### src/rtl/mips_ctrl_pkg.sv
// Shared encodings for the multi-cycle MIPS control unit: opcodes, funct codes,
// ALU operation codes, controller states and the decoded-instruction record.
package mips_ctrl_pkg;

   localparam logic [5:0] OP_RTYPE = 6'h00;
   localparam logic [5:0] OP_ADDI  = 6'h08;
   localparam logic [5:0] OP_SLTI  = 6'h0A;
   localparam logic [5:0] OP_ANDI  = 6'h0C;
   localparam logic [5:0] OP_ORI   = 6'h0D;
   localparam logic [5:0] OP_HALT  = 6'h3F;

   localparam logic [5:0] F_ADD = 6'h20;
   localparam logic [5:0] F_SUB = 6'h22;
   localparam logic [5:0] F_AND = 6'h24;
   localparam logic [5:0] F_OR  = 6'h25;
   localparam logic [5:0] F_NOR = 6'h27;
   localparam logic [5:0] F_SLT = 6'h2A;

   localparam logic [3:0] ALU_AND = 4'd0;
   localparam logic [3:0] ALU_OR  = 4'd1;
   localparam logic [3:0] ALU_ADD = 4'd2;
   localparam logic [3:0] ALU_SUB = 4'd6;
   localparam logic [3:0] ALU_SLT = 4'd7;
   localparam logic [3:0] ALU_NOR = 4'd12;

   typedef enum logic [2:0] {
      ST_IDLE   = 3'd0,
      ST_FETCH  = 3'd1,
      ST_DECODE = 3'd2,
      ST_EXEC   = 3'd3,
      ST_WB     = 3'd4,
      ST_HALTED = 3'd5
   } state_e;

   // Result of decoding one instruction; illegal encodings decode to all-zero.
   typedef struct packed {
      logic [3:0] alu_op;
      logic       imm_sel;
      logic       rd_sel;
      logic       legal;
   } dec_t;

endpackage

### src/rtl/mips_alu_decode.sv
// Combinational op/funct decoder. HALT and unknown encodings report legal=0
// with every control field cleared; the FSM tells HALT apart by opcode.
module mips_alu_decode
   import mips_ctrl_pkg::*;
(
   input  logic [5:0] op,
   input  logic [5:0] funct,
   output dec_t       dec
);

   always_comb begin
      dec = '0;
      case (op)
         OP_RTYPE: begin
            dec.rd_sel = 1'b1;
            dec.legal  = 1'b1;
            case (funct)
               F_ADD:   dec.alu_op = ALU_ADD;
               F_SUB:   dec.alu_op = ALU_SUB;
               F_AND:   dec.alu_op = ALU_AND;
               F_OR:    dec.alu_op = ALU_OR;
               F_NOR:   dec.alu_op = ALU_NOR;
               F_SLT:   dec.alu_op = ALU_SLT;
               default: dec = '0;
            endcase
         end
         OP_ADDI: dec = '{alu_op: ALU_ADD, imm_sel: 1'b1, rd_sel: 1'b0, legal: 1'b1};
         OP_SLTI: dec = '{alu_op: ALU_SLT, imm_sel: 1'b1, rd_sel: 1'b0, legal: 1'b1};
         OP_ANDI: dec = '{alu_op: ALU_AND, imm_sel: 1'b1, rd_sel: 1'b0, legal: 1'b1};
         OP_ORI:  dec = '{alu_op: ALU_OR,  imm_sel: 1'b1, rd_sel: 1'b0, legal: 1'b1};
         default: dec = '0;
      endcase
   end

endmodule

### src/rtl/mips_control_fsm.sv
// Multi-cycle control unit: FETCH/DECODE/EXEC/WB sequencing with start/stop,
// HALT, sticky illegal flag and a retired-instruction counter.
module mips_control_fsm
   import mips_ctrl_pkg::*;
#(
   parameter int CNT_W = 16
)(
   input  logic             clk,
   input  logic             rst,
   input  logic             start,
   input  logic             stop,
   input  logic [5:0]       op,
   input  logic [5:0]       funct,
   output logic             pc_en,
   output logic             rf_en,
   output logic             selec_mux,
   output logic             selec_mux2,
   output logic [3:0]       alu_op,
   output logic             busy,
   output logic             halted,
   output logic             illegal,
   output logic [CNT_W-1:0] instr_count
);

   state_e           state_q, state_d;
   dec_t             dec_q, dec_d, dec_w;
   logic             pc_en_q, pc_en_d;
   logic             rf_en_q, rf_en_d;
   logic             sel_rd_q, sel_rd_d;
   logic             sel_imm_q, sel_imm_d;
   logic [3:0]       alu_op_q, alu_op_d;
   logic             busy_q, busy_d;
   logic             halted_q, halted_d;
   logic             illegal_q, illegal_d;
   logic [CNT_W-1:0] count_q, count_d;
   logic             drive_alu;

   mips_alu_decode u_dec (
      .op    (op),
      .funct (funct),
      .dec   (dec_w)
   );

   always_comb begin
      state_d   = state_q;
      dec_d     = dec_q;
      illegal_d = illegal_q;
      count_d   = count_q;
      case (state_q)
         ST_IDLE:   if (start) state_d = ST_FETCH;
         ST_FETCH:  state_d = ST_DECODE;
         ST_DECODE: begin
            dec_d = dec_w;
            if (op == OP_HALT) begin
               state_d = ST_HALTED;
            end else begin
               state_d = ST_EXEC;
               if (!dec_w.legal) illegal_d = 1'b1;
            end
         end
         ST_EXEC:   state_d = ST_WB;
         ST_WB: begin
            if (dec_q.legal) count_d = count_q + {{(CNT_W-1){1'b0}}, 1'b1};
            state_d = stop ? ST_IDLE : ST_FETCH;
         end
         ST_HALTED: state_d = ST_HALTED;
         default:   state_d = ST_IDLE;
      endcase

      // Outputs are a pure function of the upcoming state so they can be registered.
      drive_alu  = (state_d == ST_EXEC) || (state_d == ST_WB);
      busy_d     = (state_d == ST_FETCH) || (state_d == ST_DECODE) || drive_alu;
      halted_d   = (state_d == ST_HALTED);
      pc_en_d    = (state_d == ST_WB);
      rf_en_d    = (state_d == ST_WB) && dec_d.legal;
      alu_op_d   = drive_alu ? dec_d.alu_op  : 4'd0;
      sel_rd_d   = drive_alu ? dec_d.rd_sel  : 1'b0;
      sel_imm_d  = drive_alu ? dec_d.imm_sel : 1'b0;
   end

   always_ff @(posedge clk or negedge rst) begin
      if (!rst) begin
         state_q   <= ST_IDLE;
         dec_q     <= '0;
         pc_en_q   <= 1'b0;
         rf_en_q   <= 1'b0;
         sel_rd_q  <= 1'b0;
         sel_imm_q <= 1'b0;
         alu_op_q  <= 4'd0;
         busy_q    <= 1'b0;
         halted_q  <= 1'b0;
         illegal_q <= 1'b0;
         count_q   <= '0;
      end else begin
         state_q   <= state_d;
         dec_q     <= dec_d;
         pc_en_q   <= pc_en_d;
         rf_en_q   <= rf_en_d;
         sel_rd_q  <= sel_rd_d;
         sel_imm_q <= sel_imm_d;
         alu_op_q  <= alu_op_d;
         busy_q    <= busy_d;
         halted_q  <= halted_d;
         illegal_q <= illegal_d;
         count_q   <= count_d;
      end
   end

   assign pc_en       = pc_en_q;
   assign rf_en       = rf_en_q;
   assign selec_mux   = sel_rd_q;
   assign selec_mux2  = sel_imm_q;
   assign alu_op      = alu_op_q;
   assign busy        = busy_q;
   assign halted      = halted_q;
   assign illegal     = illegal_q;
   assign instr_count = count_q;

endmodule

### config.mk
export PLATFORM = sky130hd
export DESIGN_NAME = mips_control_fsm
export DESIGN_NICKNAME = d
export VERILOG_FILES = /design/src/rtl/mips_ctrl_pkg.sv /design/src/rtl/mips_alu_decode.sv /design/src/rtl/mips_control_fsm.sv
export SDC_FILE = /design/constraint.sdc
export NUM_CORES = 1
export LEC_CHECK = 0
export ABC_AREA = 1
export CAP_MARGIN = 0
export CORE_AREA = 2 2 75 77
export CTS_CLUSTER_SIZE = 40
export DETAILED_ROUTE_END_ITERATION = 10
export DIE_AREA = 0 0 77 79
export PLACE_DENSITY = 0.59
export SETUP_SLACK_MARGIN = 0.05
export SYNTH_ARGS = -nofsm -noshare
export SYNTH_HDL_FRONTEND = slang
export SYNTH_SLANG_ARGS = --single-unit
### constraint.sdc
create_clock -name clk -period 1.8 [get_ports clk]
set_input_delay 0.45 -clock clk [delete_from_list [all_inputs] [get_ports clk]]
set_output_delay 0.45 -clock clk [all_outputs]
set_load 0.01 [all_outputs]
# Word level (Yosys, flattened, before mapping)

Cells that the tools add are included.

Reductions and logical operators: 9
Equality and inequality tests: 21
Add/sub/neg operators: 1
Multiplexer cells: 11
Bitwise gates (word level): 2

Operator list:

| kind                                                 | count |
|---|---|
| equality test 6 bit (second input constant)          | 7 |
| one-hot mux 7 bit (5 select lines)                   | 1 |
| equality test 6 x 4 -> 1 bit (second input constant) | 4 |
| one-hot mux 4 bit (5 select lines)                   | 1 |
| one-hot mux 3 bit (6 select lines)                   | 1 |
| adder 16 x 1 -> 16 bit (second input constant)       | 1 |
| equality test 3 x 2 -> 1 bit (second input constant) | 4 |
| equality test 3 bit (second input constant)          | 4 |
| two-way mux 7 bit                                    | 1 |
| equality test 3 x 1 -> 1 bit (second input constant) | 2 |
| zero test 6 bit                                      | 1 |
| two-way mux 3 bit                                    | 2 |
| OR reduction 6 bit                                   | 1 |
| two-way mux 4 bit                                    | 1 |
| zero test 3 bit                                      | 1 |
| logical OR 1 bit                                     | 3 |
| two-way mux 1 bit                                    | 3 |
| AND reduction 3 bit                                  | 1 |
| two-way mux 2 bit                                    | 1 |
| inverter 1 bit                                       | 2 |
| AND reduction 2 bit                                  | 1 |
| logical AND 1 bit                                    | 1 |

Register bits: 37

# Depth between registers and ports, before layout

Gate-level depths: netlist of run 1.

Depth in word-level cells: 6
Mapped depth: 9
Gate-level depth less buffers: 9

# Cells and area by module

A second synthesis of run 1 with hierarchy kept.

Cells, all modules: 240
Area, all modules: 1941.9 um^2

Modules (own cells, without submodules):

| module           | sequential area each (um^2) | area each (um^2) | instances | cells an instance |
|---|---|---|---|---|
| mips_control_fsm | 925.9                       | 1687.9           | 1         | 188 |
| mips_alu_decode  | 0.0                         | 254.0            | 1         | 52 |

# Worst setup path after synthesis of run 1

Ideal clock, no wire load.

Path kind: register -> register
From: register state_q[0]
To: register count_q[11] (netlist: instr_count[11])
Required time: 1.679 ns
Stages on the path, launching flop included: 7
Data arrival time: 1.218 ns
Slack: 0.461 ns
Period minus slack after synthesis: 1.339 ns
Buffers on the path: 0
Cell sequence: dfrtp_1 nor2_2 nand3_4 nor2_4 nand4_2 o21ai_1 nand2_1

Longest elaborated chain between the ends: 2

RTL lines:

| item                          | RTL line                | source |
|---|---|---|
| start, declared               | mips_control_fsm.sv:25  | `state_e state_q, state_d;` |
| start signal, assigned        | mips_control_fsm.sv:95  | `state_q <= state_d;` |
| equality test 3 bit           | mips_control_fsm.sv:49  | `case (state_q)` |
| AND reduction 2 bit (no line) | -                       |  |
| end signal, assigned          | mips_control_fsm.sv:105 | `count_q <= count_d;` |
| end, declared                 | mips_control_fsm.sv:35  | `logic [CNT_W-1:0] count_q, count_d;` |

No other way between the ends.
A chain may end at the register's enable or synchronous reset.

# Final worst setup path of run 1

From: register count_q[1] (netlist: instr_count[1])
To: output port instr_count[1]

RTL lines:

| item          | RTL line               | source |
|---|---|---|
| end, declared | mips_control_fsm.sv:22 | `output logic [CNT_W-1:0] instr_count` |

No word-level cell between the ends.

==> flow_summary_export.csv, run 1 <==
group,metric,value,unit
cts,numCtsBuffers,5,
sta,final.min_clock_period,1.71,ns
floorplan,start_util,35.7,%
synth,synth-simple-area-share,35.9,%
synth,async_flop_share,100,%
sta,final-setup-viol-count,0,
synth,synth.distinct_cells,25,
pwr,pwr-share-comb,31.6,%
sta,grt_setup_unrepaired,"no",
placement,dp_slack,-0.0354,ns
critical_path,critPathTopFamily,"buffers and inverters",
routing,via_per_inst,4.47,
cts,htree_levels,2,
routing,drtIter0Drc,60,
critical_path,rrSetupSlack,0.33,ns
outcome,status,"completed",
synth,synth_seq_area_share,48.6,%
synth,ys_top_cells_by_area,"dfrtp_1 49%, nand2_1 14%, nand3_1 6.3%, inv_1 5.9%, nor2_1 4.7%",
worst_hold_path,min_path_type,"in -> async",
layout,area_growth,40.7,%
cts,path_clk_slew,0.07,ns
pwr,intPower,1.63,mW
sta,max_slew_margin,68.9,%
synth,synth_compound_area_share,3.48,%
layout,stdcell_count,383,
pwr,vdd_drop_max,379,µV
synth,synthAdderAreaFrac,0.657,%
critical_path,required,1.35,ns
synth,ys.warnings.count,0,
floorplan,pin_count,43,
global_route,grt_antenna_before_repair,0,
placement,portBuffers,42,
sta,worst_slack,0.0930,ns
placement,dp.cells,361,
pwr,p_leak,1.40,nW
synth,ys.flop_type,"dfrtp_1",
global_route,grt_max_degree,38,
layout,diodes,0,
global_route,grt_pass1_wl,6900,µm
pwr,p_per_area,904,mW/mm²
synth,synth_mux_area_share,0,%
floorplan,core.rowCount,27,
layout,drive_above_1_share,14.5,%
sta,fin_skew,0.00358,ns
cts,cts.sinks,37,
global_route,track_usage,14.4,%
sta,min_period_over_period,94.8,%
critical_path,cp_cell_sequence,"clkdlybuf4s50_1",
sta,hold_viol,0,
critical_path,crit_arrival,1.26,ns
placement,gp_congestion,0.858,
run,drv_cap,0,
critical_path,crit_slowest_cell,"clkdlybuf4s50_1",
cts,clock_tree.root_cell,"clkbuf_8",
routing,wl_per_cell,10.4,µm
critical_path,cp_num_buf_inv,1,
critical_path,critPathCaptureType,"output pin",
synth,synth.most_common_cell,"nand2_1",
cts,clockBufferDepth,2,
sta,tightestPinTransition,0.466,ns
cts,cts_tree,"done",
floorplan,chipHeight,79,µm
synth,syn-num-nets,255,
critical_path,worstSetupPathType,"reg -> out",
synth,synth_top_area_share,48.6,%
sta,drv_slew,0,
routing,drcViolationCount,0,
routing,totalWireLength,4000,µm
floorplan,fp.dieW,77,µm
synth,synth.top_cells.by_count,"72 x nand2_1, 37 x dfrtp_1, 30 x inv_1",
synth,synth_edf_count,0,
synth,synth-xor-area-share,5.06,%
routing,firstDrtPassIters,4,
critical_path,critPathLaunchType,"register",
synth,yosys.area.top_type,"dfrtp_1",
layout,nNetsFinal,328,
floorplan,core,0.00534,mm²
synth,avgSynthCellArea,8.01,µm²
cts,clk_latency,0.28,ns
pwr,power,2.42,mW
synth,ys_seq_elements,37,
synth,syn_inst,238,
pwr,switching_power,0.794,mW
synth,synth_top_family_by_area,"simple AND/OR/NAND/NOR gates",
pwr,netSwitchingFraction,32.8,%
routing,vias,1712,
critical_path,slowest_delay,0.56,ns
routing,ant_nets,0,
global_route,overflow,0,
pwr,pwr-share-clk,23.9,%
synth,synthesis.area,0.00191,mm²
placement,dp_hpwl,3050,µm
critical_path,cp_max_fo,4,
floorplan,dieArea,0.00608,mm²
pwr,power_frac_seq,44.5,%
sta,fmax,0.586,GHz
global_route,grt_pass1_vias,1610,
-- power by group through the flow --
stage / sequential [mW] / clock [mW] / combinational [mW]
finish: 1.08 / 0.579 / 0.765
floorplan: 1.11 / 0 / 0.360
detailed placement: 1.10 / 0 / 0.701
CTS: 1.09 / 0.602 / 0.706
global placement: 1.09 / 0 / 0.700
global route: 1.10 / 0.652 / 0.857
-- cells in the final DEF, fill, tap and decap left out, types with 5 or more instances in the layout --
cell             instances
nand2_1                 72
a21oi_1                  5
nand4_1                  8
clkbuf_8                 6
xnor2_1                  6
nand3_1                 24
xor2_1                   5
nor2_1                  24
inv_1                   30
clkdlybuf4s50_1         40
dfrtp_1                 36
buf_4                   24
-- worst paths after layout --
kind | startpoint | to | cells after the start
setup / recovery | instr_count[1] | instr_count[1] | 1
hold / removal | rst | instr_count[6] | 2
setup reg to reg | state_q[0] | instr_count[11] | 6
hold reg to reg | dec_q[6] | dec_q[6] | 2
max in group asynchronous | rst | instr_count[10] | 2
min in group clk | dec_q[6] | dec_q[6] | 2
-- cells by family after synthesis --
logic type,after synthesis
compound gates,11
buf+inv,32
xor+xnor,11
simple gates,146
fa+ha+maj,1
flops,37
-- layer usage --
| layer | global-route usage, % | share of wire, % | vias up |
|---|---|---|---|
| met4 | 5.89 | 2.1 | 0 |
| met1 | 17.1 | 46 | 765 |
| met3 | 4.20 | 4.9 | 7 |
| met2 | 24.6 | 47 | 39 |
| met5 | 0 | 0 | - |
| li1 | - | - | 901 |
-- final cells by class --
cell class | count | area, µm²
sequential | 37 | 927
clock buffer | 7 | 86.3
tap | 72 | 90.1
inverter | 32 | 120
multi-input combinational | 169 | 860
fill | 540 | 2660
timing repair buffer | 66 | 598
-- registers in the layout, summed over array words and instances, names as in the netlist --
signal / cells
alu_op: 4
selec_mux2: 1
instr_count: 16
halted: 1
state_q: 3
dec_q: 7
rf_en: 1
illegal: 1
busy: 1
selec_mux: 1
pc_en: 1
-- what timing repair did --
item	4_1_cts	5_1_grt
cloned	0	0
hold buffers	0	0
endpoints found under the hold margin	0	0
resized for setup	1	1
setup buffers	3	12
setup endpoints to repair	4	10
-- per-stage QoR --
step	hold WS (ns)	utilization, %	cell area [µm²]	setup TNS, ns
6_report	0.205	50.2	2680	0
5_1_grt	0.238	50.2	2680	0
4_1_cts	0.211	48.5	2590	0
3_5_place_dp	0.462	46.4	2480	-0.0619
3_3_place_gp	0.458	46.4	2480	0
2_1_floorplan	0.154	-	1910	0
(Power assumes the default switching activity.)
==> run 2: changes to the inputs <==
--- a/config.mk
+++ b/config.mk
@@ -11,6 +11,7 @@
 export CTS_CLUSTER_SIZE = 40
 export DETAILED_ROUTE_END_ITERATION = 10
 export DIE_AREA = 0 0 77 79
+export GPL_ROUTABILITY_DRIVEN = 0
 export PLACE_DENSITY = 0.59
 export SETUP_SLACK_MARGIN = 0.05
 export SYNTH_ARGS = -nofsm -noshare
==> results of run 2 <==
The final DEF is identical to that of run 1; final timing and power are the same.
==> run 3: changes to the inputs <==
--- a/config.mk
+++ b/config.mk
@@ -6,14 +6,13 @@
 export NUM_CORES = 1
 export LEC_CHECK = 0
 export ABC_AREA = 1
-export CAP_MARGIN = 0
 export CORE_AREA = 2 2 75 77
 export CTS_CLUSTER_SIZE = 40
 export DETAILED_ROUTE_END_ITERATION = 10
 export DIE_AREA = 0 0 77 79
 export GPL_ROUTABILITY_DRIVEN = 0
 export PLACE_DENSITY = 0.59
-export SETUP_SLACK_MARGIN = 0.05
+export SETUP_SLACK_MARGIN = 0.15
 export SYNTH_ARGS = -nofsm -noshare
 export SYNTH_HDL_FRONTEND = slang
 export SYNTH_SLANG_ARGS = --single-unit
==> flow_summary_export.csv, run 3 (synthesis gave the netlist of run 1 again) <==
group,metric,value,unit
global_route,grt_pass1_wl,7060,µm
critical_path,cp_num_buf_inv,1,
cts,numCtsBuffers,5,
sta,tightestPinTransition,0.464,ns
sta,hold_ws,0.199,ns
layout,final_common_cell,"nand2_1",
routing,firstDrtPassIters,4,
sta,hold_viol,0,
floorplan,start_util,35.7,%
pwr,power,2.36,mW
layout,diodes,0,
global_route,track_usage,14.8,%
worst_hold_path,min_path_type,"in -> async",
critical_path,crit_slowest_cell,"clkdlybuf4s50_1",
sta,tns,0,ns
critical_path,critPathCaptureType,"output pin",
sta,max_slew_margin,69.0,%
cts,clk_latency,0.28,ns
critical_path,worstSetupPathType,"reg -> out",
cts,clockBufferDepth,2,
layout,nNetsFinal,324,
layout,layout_common_cells,"72 x nand2_1, 36 x dfrtp_1, 30 x inv_1",
floorplan,core.rowCount,27,
floorplan,pin_count,43,
global_route,grt_pass1_vias,1635,
critical_path,critPathTopFamily,"buffers and inverters",
layout,fill_cells,545,
routing,vias,1728,
routing,drtIter0Drc,56,
run,drv_cap,0,
layout,multiInputGateArea,862,µm²
layout,regArea,927,µm²
routing,via_per_inst,4.56,
placement,dp_hpwl,3050,µm
placement,dp_slack,-0.0354,ns
sta,drv_slew,0,
global_route,grt_antenna_before_repair,0,
sta,min_period_over_period,88.4,%
cts,cts_tree,"done",
floorplan,chipHeight,79,µm
sta,final.min_clock_period,1.59,ns
routing,wl_per_cell,10.6,µm
layout,fin_util,50.1,%
layout,area_growth,40.2,%
critical_path,crit_arrival,1.14,ns
layout,drive_above_1_share,13.7,%
cts,cts.sinks,37,
pwr,vdd_drop_max,380,µV
cts,htree_levels,2,
routing,totalWireLength,4020,µm
sta,grt_setup_unrepaired,"no",
critical_path,cp_cell_sequence,"clkdlybuf4s50_1",
outcome,status,"completed",
critical_path,cp_max_fo,1,
sta,worst_slack,0.208,ns
cts,clock_tree.root_cell,"clkbuf_8",
floorplan,core,0.00534,mm²
sta,final-setup-viol-count,0,
global_route,grt_max_degree,38,
layout,largest_reg_flops,16,
sta,fmax,0.628,GHz
critical_path,critPathLaunchType,"register",
pwr,p_leak,1.61,nW
cts,path_clk_slew,0.07,ns
placement,portBuffers,42,
floorplan,dieArea,0.00608,mm²
critical_path,required,1.35,ns
sta,fin_skew,0.00240,ns
pwr,p_per_area,883,mW/mm²
critical_path,slowest_delay,0.53,ns
global_route,overflow,0,
routing,ant_nets,0,
routing,drcViolationCount,0,
floorplan,fp.dieW,77,µm
-- run 3: per-layer routing --
metal,part of all wire [%],GRT usage (%)
met5,0,0
met4,2.0,5.89
met3,5.1,4.32
met2,49,25.1
met1,44,17.7
-- run 3: cell type report --
class,instances,area share (%)
Multi-Input combinational cell,169,32.3
Timing Repair Buffer,62,22.0
Tap cell,72,3.37
Clock buffer,7,3.23
Sequential cell,37,34.7
Inverter,32,4.49
-- run 3: path summary, 6_finish.rpt --
| path | from | to | slack (ns) | cells after the start |
|---|---|---|---|---|
| min | rst | instr_count[7] | 0.20 | 2 |
| max | busy | busy | 0.21 | 1 |
| max reg2reg | state_q[0] | instr_count[11] | 0.33 | 6 |
| max in group asynchronous | rst | instr_count[10] | 1.24 | 2 |
| min reg2reg | dec_q[1] | dec_q[1] | 0.48 | 2 |
| min in group clk | dec_q[1] | dec_q[1] | 0.48 | 2 |
-- run 3: report_power, final --
part	internal, mW	total (mW)	leakage [nW]	switching [mW]
sequential	0.960	1.08	0.499	0.119
combinational	0.309	0.706	1.06	0.397
clock	0.304	0.573	0.0443	0.270
total	1.57	2.36	1.61	0.786
-- run 3: what timing repair did --
item,4_1_cts,5_1_grt
setup buffers,11,0
endpoints found under the setup margin,17,14
gates resized for setup,8,13
hold buffers,0,0
-- run 3: metrics by stage --
step | instance area, µm² | instances
2_1_floorplan | 1910 | 238
3_3_place_gp | 2480 | 361
3_5_place_dp | 2480 | 361
4_1_cts | 2640 | 379
5_1_grt | 2670 | 379
6_report | 2670 | 379
